File: src/rtl/frame_sequencer_if.sv
// Handshake bundle between the frame sequencer and its surroundings
// (frame pulse, feeder/renderer handshakes, status and stats).
interface frame_sequencer_if;
  logic        frame_start;
  logic        feeder_valid;
  logic        renderer_ready;
  logic        renderer_busy;
  logic        cam_valid;
  logic        feeder_begin;
  logic        first_tri;
  logic        swap;
  logic        busy;
  logic [15:0] tri_count;
  logic        timeout_err;
  logic [15:0] frames_rendered;
  logic [15:0] frames_dropped;

  modport slave (
    input  frame_start, feeder_valid, renderer_ready, renderer_busy,
    output cam_valid, feeder_begin, first_tri, swap, busy, tri_count,
           timeout_err, frames_rendered, frames_dropped
  );

  modport master (
    output frame_start, feeder_valid, renderer_ready, renderer_busy,
    input  cam_valid, feeder_begin, first_tri, swap, busy, tri_count,
           timeout_err, frames_rendered, frames_dropped
  );
endinterface

File: src/rtl/frame_sequencer.sv
// Per-frame sequencer: camera request, triangle feed, drain, buffer swap, with watchdog.
// Define FRAME_SEQUENCER_STATS_EN to build the frames_rendered/frames_dropped counters.
module frame_sequencer #(
  parameter int unsigned N_TRIS         = 712,
  parameter int unsigned TIMEOUT_CYCLES = 2000000
) (
  input  logic              clk,
  input  logic              rst,
  frame_sequencer_if.slave  bus
);

  typedef enum logic [2:0] {IDLE, CAM, FEED, DRAIN, SWAP} state_t;

  localparam logic [15:0] TRI_LAST = 16'(N_TRIS - 1);
  localparam logic [23:0] WD_LAST  = 24'(TIMEOUT_CYCLES - 1);

  state_t      state;
  logic [23:0] wd;
  logic        cam_valid_q, feeder_begin_q, first_tri_q, swap_q, busy_q, timeout_err_q;
  logic [15:0] tri_count_q;
  logic        handshake, wd_expire;

  assign handshake = bus.feeder_valid && bus.renderer_ready;
  // Fires on the edge where the watchdog would reach the limit.
  assign wd_expire = (state == FEED || state == DRAIN) && (wd == WD_LAST);

  always_ff @(posedge clk or posedge rst) begin
    if (rst) begin
      state          <= IDLE;
      wd             <= '0;
      cam_valid_q    <= 1'b0;
      feeder_begin_q <= 1'b0;
      first_tri_q    <= 1'b0;
      swap_q         <= 1'b0;
      busy_q         <= 1'b0;
      timeout_err_q  <= 1'b0;
      tri_count_q    <= '0;
    end else begin
      cam_valid_q    <= 1'b0;
      feeder_begin_q <= 1'b0;
      swap_q         <= 1'b0;
      case (state)
        IDLE: if (bus.frame_start) begin
          state       <= CAM;
          cam_valid_q <= 1'b1;
          busy_q      <= 1'b1;
          tri_count_q <= '0;
        end
        CAM: begin
          state          <= FEED;
          feeder_begin_q <= 1'b1;
          first_tri_q    <= 1'b1;
          wd             <= '0;
        end
        FEED: begin
          wd <= wd + 24'd1;
          if (wd_expire) begin
            state         <= IDLE;
            busy_q        <= 1'b0;
            first_tri_q   <= 1'b0;
            timeout_err_q <= 1'b1;
          end else if (handshake) begin
            tri_count_q <= tri_count_q + 16'd1;
            first_tri_q <= 1'b0;
            if (tri_count_q == TRI_LAST) state <= DRAIN;
          end
        end
        DRAIN: begin
          wd <= wd + 24'd1;
          if (wd_expire) begin
            state         <= IDLE;
            busy_q        <= 1'b0;
            timeout_err_q <= 1'b1;
          end else if (!bus.renderer_busy) begin
            state  <= SWAP;
            swap_q <= 1'b1;
          end
        end
        SWAP: begin
          state  <= IDLE;
          busy_q <= 1'b0;
        end
        default: begin
          state  <= IDLE;
          busy_q <= 1'b0;
        end
      endcase
    end
  end

  assign bus.cam_valid    = cam_valid_q;
  assign bus.feeder_begin = feeder_begin_q;
  assign bus.first_tri    = first_tri_q;
  assign bus.swap         = swap_q;
  assign bus.busy         = busy_q;
  assign bus.tri_count    = tri_count_q;
  assign bus.timeout_err  = timeout_err_q;

`ifdef FRAME_SEQUENCER_STATS_EN
  logic [15:0] frames_rendered_q, frames_dropped_q;

  // Any frame_start outside IDLE is a rejected frame; both counters saturate.
  always_ff @(posedge clk or posedge rst) begin
    if (rst) begin
      frames_rendered_q <= '0;
      frames_dropped_q  <= '0;
    end else begin
      if (state == SWAP && frames_rendered_q != 16'hFFFF)
        frames_rendered_q <= frames_rendered_q + 16'd1;
      if (bus.frame_start && state != IDLE && frames_dropped_q != 16'hFFFF)
        frames_dropped_q <= frames_dropped_q + 16'd1;
    end
  end

  assign bus.frames_rendered = frames_rendered_q;
  assign bus.frames_dropped  = frames_dropped_q;
`else
  assign bus.frames_rendered = 16'h0;
  assign bus.frames_dropped  = 16'h0;
`endif

endmodule

File: src/flat_wrapper.sv
// flat-port wrapper written by rule: the top's interface ports become plain ports
module frame_sequencer_flat 
#(
  parameter int unsigned N_TRIS         = 712,
  parameter int unsigned TIMEOUT_CYCLES = 2000000
)
  (clk, rst, bus_frame_start, bus_feeder_valid, bus_renderer_ready, bus_renderer_busy, bus_cam_valid, bus_feeder_begin, bus_first_tri, bus_swap, bus_busy, bus_tri_count, bus_timeout_err, bus_frames_rendered, bus_frames_dropped);
  frame_sequencer_if bus_i ();
  input  logic clk;
  input  logic rst;
  input wire logic [$bits(bus_i.frame_start)-1:0] bus_frame_start;
  input wire logic [$bits(bus_i.feeder_valid)-1:0] bus_feeder_valid;
  input wire logic [$bits(bus_i.renderer_ready)-1:0] bus_renderer_ready;
  input wire logic [$bits(bus_i.renderer_busy)-1:0] bus_renderer_busy;
  output wire logic [$bits(bus_i.cam_valid)-1:0] bus_cam_valid;
  output wire logic [$bits(bus_i.feeder_begin)-1:0] bus_feeder_begin;
  output wire logic [$bits(bus_i.first_tri)-1:0] bus_first_tri;
  output wire logic [$bits(bus_i.swap)-1:0] bus_swap;
  output wire logic [$bits(bus_i.busy)-1:0] bus_busy;
  output wire logic [$bits(bus_i.tri_count)-1:0] bus_tri_count;
  output wire logic [$bits(bus_i.timeout_err)-1:0] bus_timeout_err;
  output wire logic [$bits(bus_i.frames_rendered)-1:0] bus_frames_rendered;
  output wire logic [$bits(bus_i.frames_dropped)-1:0] bus_frames_dropped;
  assign bus_i.frame_start = bus_frame_start;
  assign bus_i.feeder_valid = bus_feeder_valid;
  assign bus_i.renderer_ready = bus_renderer_ready;
  assign bus_i.renderer_busy = bus_renderer_busy;
  assign bus_cam_valid = bus_i.cam_valid;
  assign bus_feeder_begin = bus_i.feeder_begin;
  assign bus_first_tri = bus_i.first_tri;
  assign bus_swap = bus_i.swap;
  assign bus_busy = bus_i.busy;
  assign bus_tri_count = bus_i.tri_count;
  assign bus_timeout_err = bus_i.timeout_err;
  assign bus_frames_rendered = bus_i.frames_rendered;
  assign bus_frames_dropped = bus_i.frames_dropped;
  frame_sequencer #(.N_TRIS(N_TRIS), .TIMEOUT_CYCLES(TIMEOUT_CYCLES)) u_core (.clk(clk), .rst(rst), .bus(bus_i));
endmodule
File: config.mk
export PLATFORM = sky130hd
export DESIGN_NAME = frame_sequencer_flat
export DESIGN_NICKNAME = d
export VERILOG_FILES = /design/src/rtl/frame_sequencer_if.sv /design/src/rtl/frame_sequencer.sv /design/src/flat_wrapper.sv
export SDC_FILE = /design/constraint.sdc
export NUM_CORES = 1
export LEC_CHECK = 0
export CAP_MARGIN = 15
export CORE_MARGIN = 4
export CORE_UTILIZATION = 46
export CTS_CLUSTER_DIAMETER = 40
export CTS_CLUSTER_SIZE = 40
export DETAILED_ROUTE_END_ITERATION = 7
export HOLD_SLACK_MARGIN = 0.12
export PLACE_DENSITY_LB_ADDON = 0.05
export SYNTH_ARGS = -nofsm -noshare
export SYNTH_HDL_FRONTEND = slang
export SYNTH_SLANG_ARGS = --single-unit
File: constraint.sdc
create_clock -name clk -period 2.15 [get_ports clk]
set_input_delay 0.43 -clock clk [delete_from_list [all_inputs] [get_ports clk]]
set_output_delay 0.43 -clock clk [all_outputs]
set_load 0.01 [all_outputs]
## Word-level counts from Yosys, hierarchy flattened

Cells that the tools add are included.

- Memories: 0
- Word-level logic and storage cells: 61
- Output and inout port bits: 54
- RAM bits: 0
- Register bits after elaboration: 49
- Memory bits (read-only): 0
- Bits of input ports: 6
- Bits in latches: 0

- Muxes and demuxes: 24
- Multiply operators: 0
- Bitwise gates (word level): 1
- Shifts and indexed selects: 0
- Div/mod/pow operators: 0
- $add $sub $neg: 2
- Equality and inequality tests: 12
- Reduce and logical (&&, ||, !) cells: 13
- Order comparisons: 0

Operator list:

| kind | count |
|---|---|
| 16-bit 2-to-1 mux | 3 |
| 24-bit one-hot mux with 2 select lines | 1 |
| 16-bit one-hot mux with 2 select lines | 1 |
| 24-bit by 1-bit adder with 24-bit output, second input constant | 1 |
| 24-bit by 21-bit == test with 1-bit output, second input constant | 1 |
| 3-bit 2-to-1 mux | 6 |
| 16-bit by 1-bit adder with 16-bit output, second input constant | 1 |
| 16-bit by 10-bit == test with 1-bit output, second input constant | 1 |
| 3-bit one-hot mux with 4 select lines | 1 |
| 1-bit 2-to-1 mux | 10 |
| 4-bit AND reduction | 2 |
| 3-bit by 2-bit == test with 1-bit output, second input constant | 2 |
| 3-bit by 2-bit != test with 1-bit output, second input constant | 2 |
| 2-bit nonzero test | 3 |
| 2-bit by 1-bit != test with 1-bit output, second input constant | 2 |
| 2-bit != test, second input constant | 2 |
| 2-bit AND reduction | 2 |
| 3-bit by 1-bit == test with 1-bit output, second input constant | 1 |
| 3-bit logical NOT | 1 |
| 3-bit by 1-bit != test with 1-bit output, second input constant | 1 |
| 1-bit one-hot mux with 3 select lines | 1 |
| 3-bit AND reduction | 1 |
| 1-bit logical AND | 2 |
| 1-bit one-hot mux with 2 select lines | 1 |
| 3 further kinds | 3 |

## Logic depth before layout (Yosys ltp)

- Depth after elaboration: 5
- Gate-level depth with buffers: 8
- Mapped depth without buffers: 6

## Least setup slack after synthesis

No wires, ideal clock.

- Kind: reg-to-reg
- From: reg u_core.state[0]
- To: reg u_core.tri_count_q[11] (netlist: u_core.bus.tri_count[11])
- Setup time: 0.121 ns
- Clock period less this slack: 2.121 ns
- Data required time: 2.029 ns
- Path slack: 0.029 ns
- Arrival time: 2.000 ns
- Cell stages (with the launch flop): 7
- Path buffers: 1
- Cells stage by stage: dfrtp_1 buf_6 or3b_4 or4_4 a2111oi_2 xnor2_1 nor2_1

- Cells in the longest elaborated chain, start to end: 5
- Elaborated cells between the ends (all ways): 11
- Classes of those cells: eq/ne: 5; mux: 1; reduce/logical: 5

Ends and longest elaborated chain:

| element | line | source |
|---|---|---|
| start: declaration | frame_sequencer.sv:17 | `state_t state;` |
| start signal: assignment | frame_sequencer.sv:29 | `state <= IDLE;` |
| start signal: assignment | frame_sequencer.sv:44 | `state <= CAM;` |
| start signal: assignment | frame_sequencer.sv:50 | `state <= FEED;` |
| 3-bit by 2-bit == test with 1-bit output, on equally long branches | frame_sequencer.sv:25, frame_sequencer.sv:42 |  |
| 1-bit logical OR | frame_sequencer.sv:25 | `assign wd_expire = (state == FEED \|\| state == DRAIN) && (wd == WD_LAST);` |
| 1-bit logical AND | frame_sequencer.sv:25 |  |
| 2-bit != test (no source line) | -- |  |
| 4-bit AND reduction (no source line) | -- |  |
| end signal: assignment | frame_sequencer.sv:63 | `tri_count_q <= tri_count_q + 16'd1;` |
| end: declaration | frame_sequencer.sv:20 | `logic [15:0] tri_count_q;` |

Several ways; a longest one is shown, not always the timed one.
A chain may end at the register's enable or synchronous reset.

## Final worst setup path

- From: reg u_core.state[0]
- To: reg u_core.tri_count_q[9] (netlist: u_core.bus.tri_count[9])

Same word-level chain as after synthesis.

==> results by stage <==
Run status:
- The flow ran to the end, and the final reports show no timing, DRC or antenna violations.

Yosys:
- The top flip-flop cell by instance count after synthesis is sky130_fd_sc_hd__dfrtp_1.
- The mapped netlist covers 0.00289 mm^2.
- Sequential cells were found to cover 42.4% of the synthesized design area.
- The synthesized flop and latch total is 49.
- The number of enable-type register cells in the synthesized netlist is 0.
- Yosys mapped the design onto 52 distinct sky130hd cell types.
- During synthesis, Yosys emitted a total of 0 warnings.
- Averaged over all synthesized cells, the footprint is 8.96 um^2.
- Counting every instance in the synthesized netlist gives 323.
- Counting flops with an async set or reset pin after synthesis yields a share of 100%.

Timing:
- The number of failing setup endpoints in the final timing report is 0.
- The maximum clock frequency is 472 MHz.
- The slew at the pin with the worst max-slew slack is 0.552 ns.
- The headroom to the max-slew limit is 62.8%.
- Across the routed clock network, the largest skew measured is 0.00706 ns.
- The count of final max-slew check failures is 0.
- The period utilization is 98.5%.
- The hold violation total from the final report is 0.
- Subtracting the final worst setup slack from the clock period gives 2.12 ns.

Placed design:
- The number of placed instances, taps included, is 438.
- Input and output buffers added on the ports amount to 27.
- The total half-perimeter wirelength after legalization and detailed placement is 4.80 mm.
- After detailed placement, the total cell area comes to 0.00332 mm^2.
- Routability-driven placement finished with a final weighted congestion of 0.825.

Clocking:
- The maximum clock path buffer count is 2.
- In this run the post-CTS setup repair buffer count came out at 0.
- The register clock-pin slew on the reported worst setup and hold paths is 0.09 ns.
- TritonCTS built the clock tree.
- The number of clock buffers added by TritonCTS is 5.
- In this run the clock root is driven by a sky130_fd_sc_hd__clkbuf_8.
- The count of clock tree sinks is 49.
- The insertion delay to the later sink of the worst-skew pair is 0.31 ns.
- The H-tree level count is 2.

Floorplan:
- For this design the top-level I/O count stands at 60.
- The die is 87.3 um tall.
- The core region is 0.00603 mm^2.
- The die area is 0.00762 mm^2.
- The initial standard-cell utilization of the core is 48.0%.
- The floorplan has 28 rows.
- The x dimension of the die is 87.3 um.

Final layout:
- The area added between synthesis and finish is 20.4%.
- The proportion of layout cells with a drive suffix above 1 is 14.0%.
- The repair_antennas step left the layout with diodes totalling 0.
- The area of all placed cells without fillers is 0.00348 mm^2.
- Counting the fill cells in the layout gives 560.
- Excluding fillers, the count of instances in the completed layout stands at 446.
- The number of nets in the finished design is 378.

Routing:
- Once detail routing completed, the nets flagged for antenna violations numbered 0.
- The first detailed-routing pass ran for 4 iterations.
- In the routed design, unresolved DRC markers number 0.
- The total wire length is 6.74 mm.
- The first routing iteration left 162 violations.
- The wire length per cell after detailed routing is 15.1 um.
- Dividing the detail-routed via count by the number of cells gives 5.57.
- The number of vias in the routed layout is 2483.

Power and ir drop:
- The design draws 2.06 mW.
- In this run the power density over the cells is 592 mW/mm^2.
- The worst voltage drop across the vdd grid is 0.000329 V.
- The static leakage is 1.52 nW.

Critical path:
- For this design, the slowest cell found on the critical path is sky130_fd_sc_hd__or4_4.
- The critical path ends at u_core.bus.tri_count[9].
- In this run the worst path has a maximum fanout of 4.
- The data arrival time of the worst path is 2.35 ns.
- At the worst endpoint, the required time is 2.38 ns.
- The worst register-to-register path has a depth of 4.
- In this run the worst setup path begins at u_core.state[0].
- The highest cell delay on the worst timing path is 0.60 ns.
- The signal on the critical path passes through or3b_4 > or4_4 > or4_1 > a21oi_1.
- In this run the critical register-to-register path is captured at u_core.bus.tri_count[9].
- The critical path is of the reg -> reg type.
- For flop-to-flop paths, the worst setup slack is 0.03 ns.
- The sort of element at the end of the critical path is a register.
- The reg-to-reg critical path startpoint is u_core.state[0].
- The worst setup path is launched from a register.

Job:
- The number of max-cap violations is 0.

Min path:
- The worst hold path belongs to the class reg -> reg.
- The number of cells on the worst hold path is 1.

GRT:
- For this run, the total global-route usage over all layers was measured as 18.5%.
- The wire length of the first global-routing pass is 11.1 mm.
- The final global-route overflow total is 0.
- The number of antenna violations at the first check in global routing is 0.
- Entering global routing, the biggest net connects 50 pins.
- The number of global-route vias before repair is 2237.
## layout make-up
cell class | instances | area [um^2] | share of cell area, %
Tap cell | 75 | 93.8 | 2.69
Timing Repair Buffer | 58 | 528 | 15.2
Clock inverter | 1 | 30.0 | 0.862
Sequential cell | 49 | 1230 | 35.2
Inverter | 8 | 30.0 | 0.862
Multi-Input combinational cell | 248 | 1490 | 42.7
Clock buffer | 7 | 86.3 | 2.48
## cell usage after synthesis (4+ instances only)
library cell / n / area share [%]
sky130_fd_sc_hd__or4_1: 5 / 1.3
sky130_fd_sc_hd__buf_4: 32 / 8.3
sky130_fd_sc_hd__mux2i_1: 4 / 1.4
sky130_fd_sc_hd__a22o_1: 7 / 2.1
sky130_fd_sc_hd__o31ai_1: 8 / 2.1
sky130_fd_sc_hd__nor4_1: 10 / 2.2
sky130_fd_sc_hd__nor2_1: 17 / 2.2
sky130_fd_sc_hd__nand2_1: 38 / 4.9
sky130_fd_sc_hd__dfrtp_1: 49 / 42
sky130_fd_sc_hd__a21oi_1: 12 / 2.1
sky130_fd_sc_hd__inv_1: 7 / 0.91
sky130_fd_sc_hd__clkbuf_1: 13 / 1.7
sky130_fd_sc_hd__o211ai_1: 4 / 1.0
sky130_fd_sc_hd__nand4_1: 9 / 1.9
sky130_fd_sc_hd__nor3_1: 8 / 1.4
sky130_fd_sc_hd__or3_1: 6 / 1.3
sky130_fd_sc_hd__o21ai_0: 17 / 2.9
sky130_fd_sc_hd__nand3_1: 20 / 3.5
## through the flow
| step | setup TNS (ns) | utilization, % | worst slack, ns | hold WS, ns |
|---|---|---|---|---|
| after detailed placement | 0 | 55.0 | 0.00480 | 0.447 |
| after global placement | 0 | 55.0 | 0.00435 | 0.444 |
| after CTS | 0 | 57.0 | 0.0459 | 0.471 |
| after floorplan | 0 | - | 0.0291 | 0.454 |
| final | 0 | 57.8 | 0.0318 | 0.468 |
| after global routing | -0.000596 | 57.8 | -0.000596 | 0.500 |
## state kept, by name (all words and copies together), names as in the netlist
name                     flops
u_core.bus.first_tri         1
u_core.bus.feeder_begin      1
u_core.bus.busy              1
u_core.bus.cam_valid         1
u_core.bus.swap              1
u_core.wd                   24
u_core.bus.timeout_err       1
u_core.bus.tri_count        16
u_core.state                 3
## metal layers
layer	GRT usage (%)	share of wire, %
met1	26.8	48
met4	4.46	1.1
met3	4.07	5.5
met5	0	0
met2	28.1	45
## timing repair
item	4_1_cts	5_1_grt
resized for setup	1	7
pin swaps	0	1
cloned	0	0
hold buffers	0	0
setup endpoints to repair	2	7
hold endpoints to repair	0	0
## kinds of logic after synthesis
group           after synthesis  synth area share [%]
simple gates                136                  25.1
compound gates               68                  16.2
buf+inv                      57                  11.9
flops                        49                  42.4
mux                           6                  2.16
xor+xnor                      4                  1.21
fa+ha+maj                     2                 0.865
other cells                   1                 0.130
## worst max-delay path: cells and delay by family, from the launching register on
family           cells  cell delay [ns]
AO/OA/AOI/OAI        1             0.15
AND/OR/NAND/NOR      3             1.51
flip-flops           1             0.39
## cells in the final DEF, fill, tap and decap left out, types with 7 or more instances in the layout
master                             n
sky130_fd_sc_hd__nand4_1           9
sky130_fd_sc_hd__a22o_1            7
sky130_fd_sc_hd__dfrtp_1          49
sky130_fd_sc_hd__nor3_1            8
sky130_fd_sc_hd__buf_4            29
sky130_fd_sc_hd__o31ai_1           8
sky130_fd_sc_hd__nand2_1          38
sky130_fd_sc_hd__conb_1           32
sky130_fd_sc_hd__nand3_1          20
sky130_fd_sc_hd__o21ai_0          17
sky130_fd_sc_hd__clkdlybuf4s50_1  27
sky130_fd_sc_hd__nor4_1            9
sky130_fd_sc_hd__nor2_1           17
sky130_fd_sc_hd__a21oi_1          12
## report_power, final
part           internal [mW]  leakage (nW)  switching (mW)  total (mW)
clock network          0.380        0.0585           0.315       0.695
logic                  0.170         0.808           0.181       0.351
registers              0.968         0.651          0.0473        1.02
## worst min path at each step
stage | startpoint | to | slack, ns
final | u_core.bus.timeout_err | u_core.bus.timeout_err | 0.47
after global routing | u_core.wd[23] | u_core.wd[23] | 0.50
after CTS | u_core.bus.timeout_err | u_core.bus.timeout_err | 0.47
after detailed placement | u_core.bus.timeout_err | u_core.bus.timeout_err | 0.45
after global placement | u_core.bus.timeout_err | u_core.bus.timeout_err | 0.44
after floorplan | u_core.wd[23] | u_core.wd[23] | 0.45
Power figures use the tool's default switching activity.
